==> src/rtl/global_defs.sv <==
// global_defs: shared trace/request types for the memory-request path.
package global_defs;
    localparam int ADDRESS_WIDTH = 32;
    localparam int TIME_WIDTH_DEFAULT = 64;

    typedef enum logic [1:0] {
        DATA_READ   = 2'd0,
        DATA_WRITE  = 2'd1,
        INSTR_FETCH = 2'd2
    } parsed_op_t;

    typedef struct packed {
        logic [TIME_WIDTH_DEFAULT-1:0] time_stamp;
        parsed_op_t                    opcode;
        logic [ADDRESS_WIDTH-1:0]      address;
    } trace_req_t;
endpackage

==> src/rtl/request_issuer_if.sv <==
// request_issuer_if: parser-side request handshake plus queue-side strobe bus.
interface request_issuer_if #(
    parameter int TIME_WIDTH = global_defs::TIME_WIDTH_DEFAULT
);
    logic                                   req_valid;
    logic                                   req_ready;
    logic [TIME_WIDTH-1:0]                  req_time;
    global_defs::parsed_op_t                req_opcode;
    logic [global_defs::ADDRESS_WIDTH-1:0]  req_address;
    logic                                   trace_done;
    logic                                   queue_full;
    logic                                   queue_empty;
    logic                                   op_ready_s;
    global_defs::parsed_op_t                opcode_out;
    logic [global_defs::ADDRESS_WIDTH-1:0]  address_out;
    logic [TIME_WIDTH-1:0]                  cur_time;
    logic                                   order_err;
    logic                                   all_issued;

    modport master (
        output req_valid, req_time, req_opcode, req_address, trace_done, queue_full, queue_empty,
        input  req_ready, op_ready_s, opcode_out, address_out, cur_time, order_err, all_issued
    );
    modport slave (
        input  req_valid, req_time, req_opcode, req_address, trace_done, queue_full, queue_empty,
        output req_ready, op_ready_s, opcode_out, address_out, cur_time, order_err, all_issued
    );
endinterface

==> src/rtl/issue_fifo.sv <==
// issue_fifo: synchronous staging FIFO with wrap-bit pointers and a head view.
module issue_fifo
    import global_defs::*;
#(
    parameter type T     = trace_req_t,
    parameter int  DEPTH = 4
) (
    input  logic CPU_clk,
    input  logic rst_n,
    input  logic push_i,
    input  logic pop_i,
    input  T     din_i,
    output T     head_o,
    output logic full_o,
    output logic empty_o,
    output logic one_o
);
    localparam int AW = $clog2(DEPTH);

    T            mem_q [DEPTH];
    logic [AW:0] wr_q, rd_q, cnt;

    assign cnt     = wr_q - rd_q;
    assign full_o  = (wr_q[AW-1:0] == rd_q[AW-1:0]) && (wr_q[AW] != rd_q[AW]);
    assign empty_o = wr_q == rd_q;
    assign one_o   = cnt == (AW+1)'(1);
    assign head_o  = mem_q[rd_q[AW-1:0]];

    always_ff @(posedge CPU_clk or negedge rst_n) begin
        if (!rst_n) begin
            wr_q <= '0;
            rd_q <= '0;
        end else begin
            if (push_i) wr_q <= wr_q + (AW+1)'(1);
            if (pop_i) rd_q <= rd_q + (AW+1)'(1);
        end
    end

    always_ff @(posedge CPU_clk) begin
        if (push_i) mem_q[wr_q[AW-1:0]] <= din_i;
    end
endmodule

==> src/rtl/request_issuer.sv <==
// request_issuer: stages time-stamped trace requests and strobes each into the queue when CPU time reaches it.
module request_issuer
    import global_defs::*;
#(
    parameter int TIME_WIDTH  = TIME_WIDTH_DEFAULT,
    parameter int STAGE_DEPTH = 4
) (
    input  logic             CPU_clk,
    input  logic             rst_n,
    request_issuer_if.slave  bus
);
    localparam logic [1:0] IDLE  = 2'd0;
    localparam logic [1:0] WAIT  = 2'd1;
    localparam logic [1:0] ISSUE = 2'd2;
    localparam logic [1:0] DONE  = 2'd3;

    typedef struct packed {
        logic [TIME_WIDTH-1:0]    time_stamp;
        parsed_op_t               opcode;
        logic [ADDRESS_WIDTH-1:0] address;
    } req_t;

    req_t                     din, head;
    logic                     full, empty, one, push, pop, due, skip, carry;
    logic [TIME_WIDTH-1:0]    inc, time_d, time_q, prev_q;
    logic [1:0]               state_d, state_q;
    logic                     op_q, order_q;
    parsed_op_t               opc_q;
    logic [ADDRESS_WIDTH-1:0] addr_q;

    issue_fifo #(.T(req_t), .DEPTH(STAGE_DEPTH)) u_fifo (
        .CPU_clk (CPU_clk),
        .rst_n   (rst_n),
        .push_i  (push),
        .pop_i   (pop),
        .din_i   (din),
        .head_o  (head),
        .full_o  (full),
        .empty_o (empty),
        .one_o   (one)
    );

    assign din  = '{time_stamp: bus.req_time, opcode: bus.req_opcode, address: bus.req_address};
    assign push = bus.req_valid && !full && state_q != DONE;
    assign due  = !empty && head.time_stamp <= time_q;
    // WAIT issues too, so a request that is already due strobes one edge after its push.
    assign pop  = (state_q == WAIT || state_q == ISSUE) && due && !bus.queue_full;

    // Carry out of the increment blocks a skip at the wrap point.
    assign {carry, inc} = {1'b0, time_q} + (TIME_WIDTH+1)'(1);
    assign skip   = !empty && bus.queue_empty && !carry && head.time_stamp > inc;
    assign time_d = skip ? head.time_stamp : inc;

    assign state_d = state_q == IDLE ? (push ? WAIT : bus.trace_done ? DONE : IDLE)
                   : state_q == DONE ? DONE
                   : pop             ? ((one && !push) ? IDLE : WAIT)
                   : due             ? ISSUE : WAIT;

    always_ff @(posedge CPU_clk or negedge rst_n) begin
        if (!rst_n) begin
            state_q <= IDLE;
            time_q  <= '0;
            prev_q  <= '0;
            op_q    <= 1'b0;
            order_q <= 1'b0;
            opc_q   <= DATA_READ;
            addr_q  <= '0;
        end else begin
            state_q <= state_d;
            time_q  <= time_d;
            op_q    <= pop;
            if (pop) begin
                opc_q  <= head.opcode;
                addr_q <= head.address;
            end
            if (push) begin
                prev_q  <= bus.req_time;
                order_q <= order_q || bus.req_time < prev_q;
            end
        end
    end

    assign bus.req_ready   = !full;
    assign bus.op_ready_s  = op_q;
    assign bus.opcode_out  = opc_q;
    assign bus.address_out = addr_q;
    assign bus.cur_time    = time_q;
    assign bus.order_err   = order_q;
    assign bus.all_issued  = state_q == DONE;
endmodule

==> src/flat_wrapper.sv <==
// flat-port wrapper written by rule: the top's interface ports become plain ports
module request_issuer_flat import global_defs::*;
#(
    parameter int TIME_WIDTH  = TIME_WIDTH_DEFAULT,
    parameter int STAGE_DEPTH = 4
)
  (CPU_clk, rst_n, bus_req_valid, bus_req_time, bus_req_opcode, bus_req_address, bus_trace_done, bus_queue_full, bus_queue_empty, bus_req_ready, bus_op_ready_s, bus_opcode_out, bus_address_out, bus_cur_time, bus_order_err, bus_all_issued);
  request_issuer_if #(.TIME_WIDTH(TIME_WIDTH)) bus_i ();
  input  logic CPU_clk;
  input  logic rst_n;
  input wire logic [$bits(bus_i.req_valid)-1:0] bus_req_valid;
  input wire logic [$bits(bus_i.req_time)-1:0] bus_req_time;
  input wire logic [$bits(bus_i.req_opcode)-1:0] bus_req_opcode;
  input wire logic [$bits(bus_i.req_address)-1:0] bus_req_address;
  input wire logic [$bits(bus_i.trace_done)-1:0] bus_trace_done;
  input wire logic [$bits(bus_i.queue_full)-1:0] bus_queue_full;
  input wire logic [$bits(bus_i.queue_empty)-1:0] bus_queue_empty;
  output wire logic [$bits(bus_i.req_ready)-1:0] bus_req_ready;
  output wire logic [$bits(bus_i.op_ready_s)-1:0] bus_op_ready_s;
  output wire logic [$bits(bus_i.opcode_out)-1:0] bus_opcode_out;
  output wire logic [$bits(bus_i.address_out)-1:0] bus_address_out;
  output wire logic [$bits(bus_i.cur_time)-1:0] bus_cur_time;
  output wire logic [$bits(bus_i.order_err)-1:0] bus_order_err;
  output wire logic [$bits(bus_i.all_issued)-1:0] bus_all_issued;
  assign bus_i.req_valid = bus_req_valid;
  assign bus_i.req_time = bus_req_time;
  assign bus_i.req_opcode = bus_req_opcode;
  assign bus_i.req_address = bus_req_address;
  assign bus_i.trace_done = bus_trace_done;
  assign bus_i.queue_full = bus_queue_full;
  assign bus_i.queue_empty = bus_queue_empty;
  assign bus_req_ready = bus_i.req_ready;
  assign bus_op_ready_s = bus_i.op_ready_s;
  assign bus_opcode_out = bus_i.opcode_out;
  assign bus_address_out = bus_i.address_out;
  assign bus_cur_time = bus_i.cur_time;
  assign bus_order_err = bus_i.order_err;
  assign bus_all_issued = bus_i.all_issued;
  request_issuer #(.TIME_WIDTH(TIME_WIDTH), .STAGE_DEPTH(STAGE_DEPTH)) u_core (.CPU_clk(CPU_clk), .rst_n(rst_n), .bus(bus_i));
endmodule
==> config.mk <==
export PLATFORM = sky130hd
export DESIGN_NAME = request_issuer_flat
export DESIGN_NICKNAME = d
export VERILOG_FILES = /design/src/rtl/global_defs.sv /design/src/rtl/request_issuer_if.sv /design/src/rtl/issue_fifo.sv /design/src/rtl/request_issuer.sv /design/src/flat_wrapper.sv
export SDC_FILE = /design/constraint.sdc
export NUM_CORES = 1
export LEC_CHECK = 0
export CAP_MARGIN = 20
export CORE_ASPECT_RATIO = 1.2
export CORE_UTILIZATION = 63
export CTS_CLUSTER_SIZE = 14
export DETAILED_ROUTE_END_ITERATION = 10
export PLACE_DENSITY_LB_ADDON = 0.08
export SYNTH_ARGS = -nofsm -noshare
export SYNTH_HDL_FRONTEND = slang
export SYNTH_SLANG_ARGS = --single-unit
export TNS_END_PERCENT = 50
==> constraint.sdc <==
create_clock -name CPU_clk -period 8.2 [get_ports CPU_clk]
set_input_delay 1.23 -clock CPU_clk [delete_from_list [all_inputs] [get_ports CPU_clk]]
set_output_delay 1.23 -clock CPU_clk [all_outputs]
set_load 0.03 [all_outputs]
==> reports/results.tsv <==
metric	value	unit
status	completed	
Root Driver	clkbuf_16	
Worst Clk Skew	0.0170	ns
Power Total	12.3	mW
CTS Buf Count	54	
Mapped Cells	1837	
fraction of registers with async set/reset	30.5	%
critical path class	reg -> reg	
RSZ-0062 raised after global routing	false	
via count	15786	
r2r startpoint	u_core.bus.cur_time[6]	
final setup vio count	0	
Worst setup EP type	flip-flop	
Max H-tree Level	2	
CP arrival	5.83	ns
Ports	206	
worst-skew pair later-pin latency	0.60	ns
DRT Pass-1 Iters	5	
synthesized cell area	26600	µm²
Synth cell types	69	
CTS tree	built	
slew margin rel.	28.2	%
antenna violations before repair	1	
Reg2Reg Setup Slack	2.84	ns
Synth Area per Inst	14.5	µm²
crit path max-delay cell type	or4_4	
layout cells sized above 1	14.4	%
DRC Markers	0	
Slew Limit Fails	0	
CP top delay family	simple AND/OR/NAND/NOR gates	
Final Hold Viols	0	
Die Wd	190	µm
max frequency	187	MHz
static leakage	12.0	nW
utilization after layout	74.5	%
# nets final	2373	
Net Count, Synth	2143	
cts hold-fix bufs	0	
grt ovf	0	
number of max-cap violations	0	
critical path cell sequence	nand4_4 > or4_4 > nor3_2 > nand3_1 > or4_1 > xnor2_1 > inv_1 > ha_1 > nand3_1 > nor2_1 > and4_1 > o21ai_0 > a31oi_4 > buf_12 > mux2_2	
Buf/Inv on CP	2	
CTS Sinks	564	
vias in the first global route	16692	
predominant post-synthesis flop cell	edfxtp_1	
core area	41800	µm²
CP Max Fanout	38	
WP depth	15	
Total Die Area	43100	µm²
period utilization	65.3	%
Yosys reg bits	564	
Yosys warnings	0	
CTS clk-pin slew, worst paths	0.06	ns
commonest non-fill, non-tap cells in the layout	edfxtp_1 (392), clkdlybuf4s50_1 (204), inv_1 (202)	
Hold Path Stages	2	
placed wire-length estimate	38300	µm
CP max stage delay	0.61	ns
first-pass GRT wire length	89800	µm
pin count of the biggest net entering global routing	111	
All-Layer GR Usage	27.6	%
GP Congestion	0.862	
setup_tns	0	ns
drt via density	5.94	
post_cts resized	0	
pwr/cell area	396	nW/µm²
Syn-to-layout area delta	16.9	%
reg2reg end	u_core.bus.cur_time[20]	
crit path time final	5.36	ns
Crit path required time	8.67	ns
final WL	57500	µm
port bufs	205	
Std-Cell Rows	82	
worst reg2reg path depth	15	
post-CTS setup buffers	0	
Die H	227	µm
initial DRC count	850	
most common cell after layout, fill and taps aside	edfxtp_1	
WL/cell	21.6	µm
number of enable flip-flop cells after synthesis	392	
Final ANT Viol Nets	0	
most frequent CP cell	nand3_1	
Max VDD drop	0.265	mV
hold path start	u_core.prev_q[0]	
Clock Path Buffers	3	
slew of the pin with the lowest slew margin	1.08	ns
starting density of the core	63.7	%
hold worst-path end	u_core.prev_q[0]	
sequential-to-total area share from yosys stat	60.4	%
Worst setup SP type	flip-flop	
Min-Delay Path Class	reg -> reg	
==> how the worst max path moves through the flow <==
stage                     slack (ns)                   endpoint                    from
after floorplan                 2.85  u_core.u_fifo.mem_q[0][0]   u_core.u_fifo.rd_q[1]
after global placement          2.31    u_core.bus.cur_time[18]  u_core.bus.cur_time[6]
after detailed placement        2.20    u_core.bus.cur_time[20]  u_core.bus.cur_time[6]
after CTS                       2.15    u_core.bus.cur_time[20]  u_core.bus.cur_time[6]
after global routing            2.50    u_core.bus.cur_time[20]  u_core.bus.cur_time[6]
final                           2.84    u_core.bus.cur_time[20]  u_core.bus.cur_time[6]
==> through the flow <==
step                setup slack (ns)  hold WS (ns)  area [µm²]  std cells
detailed placement              2.20         0.461       29200       2554
global placement                2.31         0.457       29200       2554
finish                          2.84         0.474       31100       2659
CTS                             2.15         0.477       31100       2655
floorplan                       2.85         0.438       26600       1837
global route                    2.50         0.515       31100       2658
==> power by group <==
| group | switching (mW) | internal (mW) | leakage [nW] |
|---|---|---|---|
| clock network | 1.04 | 1.51 | 0.873 |
| logic | 3.10 | 2.46 | 5.51 |
| registers | 0.464 | 3.73 | 5.60 |
==> synthesized netlist by cell type, types with 15 or more instances <==
master | count | area, µm²
mux4_2 | 92 | 2070
dfrtp_1 | 172 | 4300
xnor2_1 | 65 | 569
a21o_1 | 15 | 113
o21ai_0 | 97 | 485
ha_1 | 201 | 2510
clkbuf_1 | 27 | 101
nor2_1 | 31 | 116
nor3_1 | 23 | 115
a21oi_1 | 63 | 315
inv_1 | 202 | 758
nand4_1 | 47 | 294
nand3_1 | 36 | 180
mux2_2 | 90 | 1010
nand2_1 | 129 | 484
edfxtp_1 | 392 | 11800
==> cells by family (layout without fill, tap and decap cells) <==
logic type / count (synthesis) / in the layout / synth area share [%]
flops: 564 / 564 / 60.4
simple gates: 327 / 327 / 6.21
buf+inv: 249 / 524 / 3.83
compound gates: 229 / 229 / 5.11
fa+ha+maj: 202 / 202 / 9.53
mux: 198 / 198 / 12.7
xor+xnor: 68 / 68 / 2.24
other cells: 0 / 1 / 0
==> routing by layer <==
metal  GRT usage, %  vias to the layer above  part of all wire (%)
li1               -                     7342                     -
met1           34.3                     7915                    40
met2           47.0                      411                    50
met3           6.55                      118                   6.6
met4           10.7                        0                   3.6
met5              0                        -                     0
==> worst register-to-register path, delay by kind of cell (launching register included) <==
family	cells	cell delay [ns]
simple gates	8	2.98
buf+inv	2	0.37
mux	1	0.39
xor+xnor	1	0.19
flops	1	0.47
fa+ha+maj	1	0.29
compound gates	2	0.53
==> layout make-up <==
class / count / area, µm²
sequential: 564 / 16100
fill: 2617 / 10700
multi-input combinational: 1024 / 9540
timing repair buffer: 221 / 2210
clock buffer: 78 / 1520
inverter: 202 / 758
tap: 546 / 683
clock inverter: 23 / 295
antenna: 1 / 2.50
==> state kept, by name, indices dropped and copies added (netlist names) <==
signal,cells
u_core.u_fifo.wr_q,3
u_core.bus.address_out,32
u_core.u_fifo.mem_q,392
u_core.state_q,2
u_core.bus.op_ready_s,1
u_core.bus.opcode_out,2
u_core.bus.cur_time,64
u_core.u_fifo.rd_q,3
u_core.bus.order_err,1
u_core.prev_q,64
(Power assumes the default switching activity.)
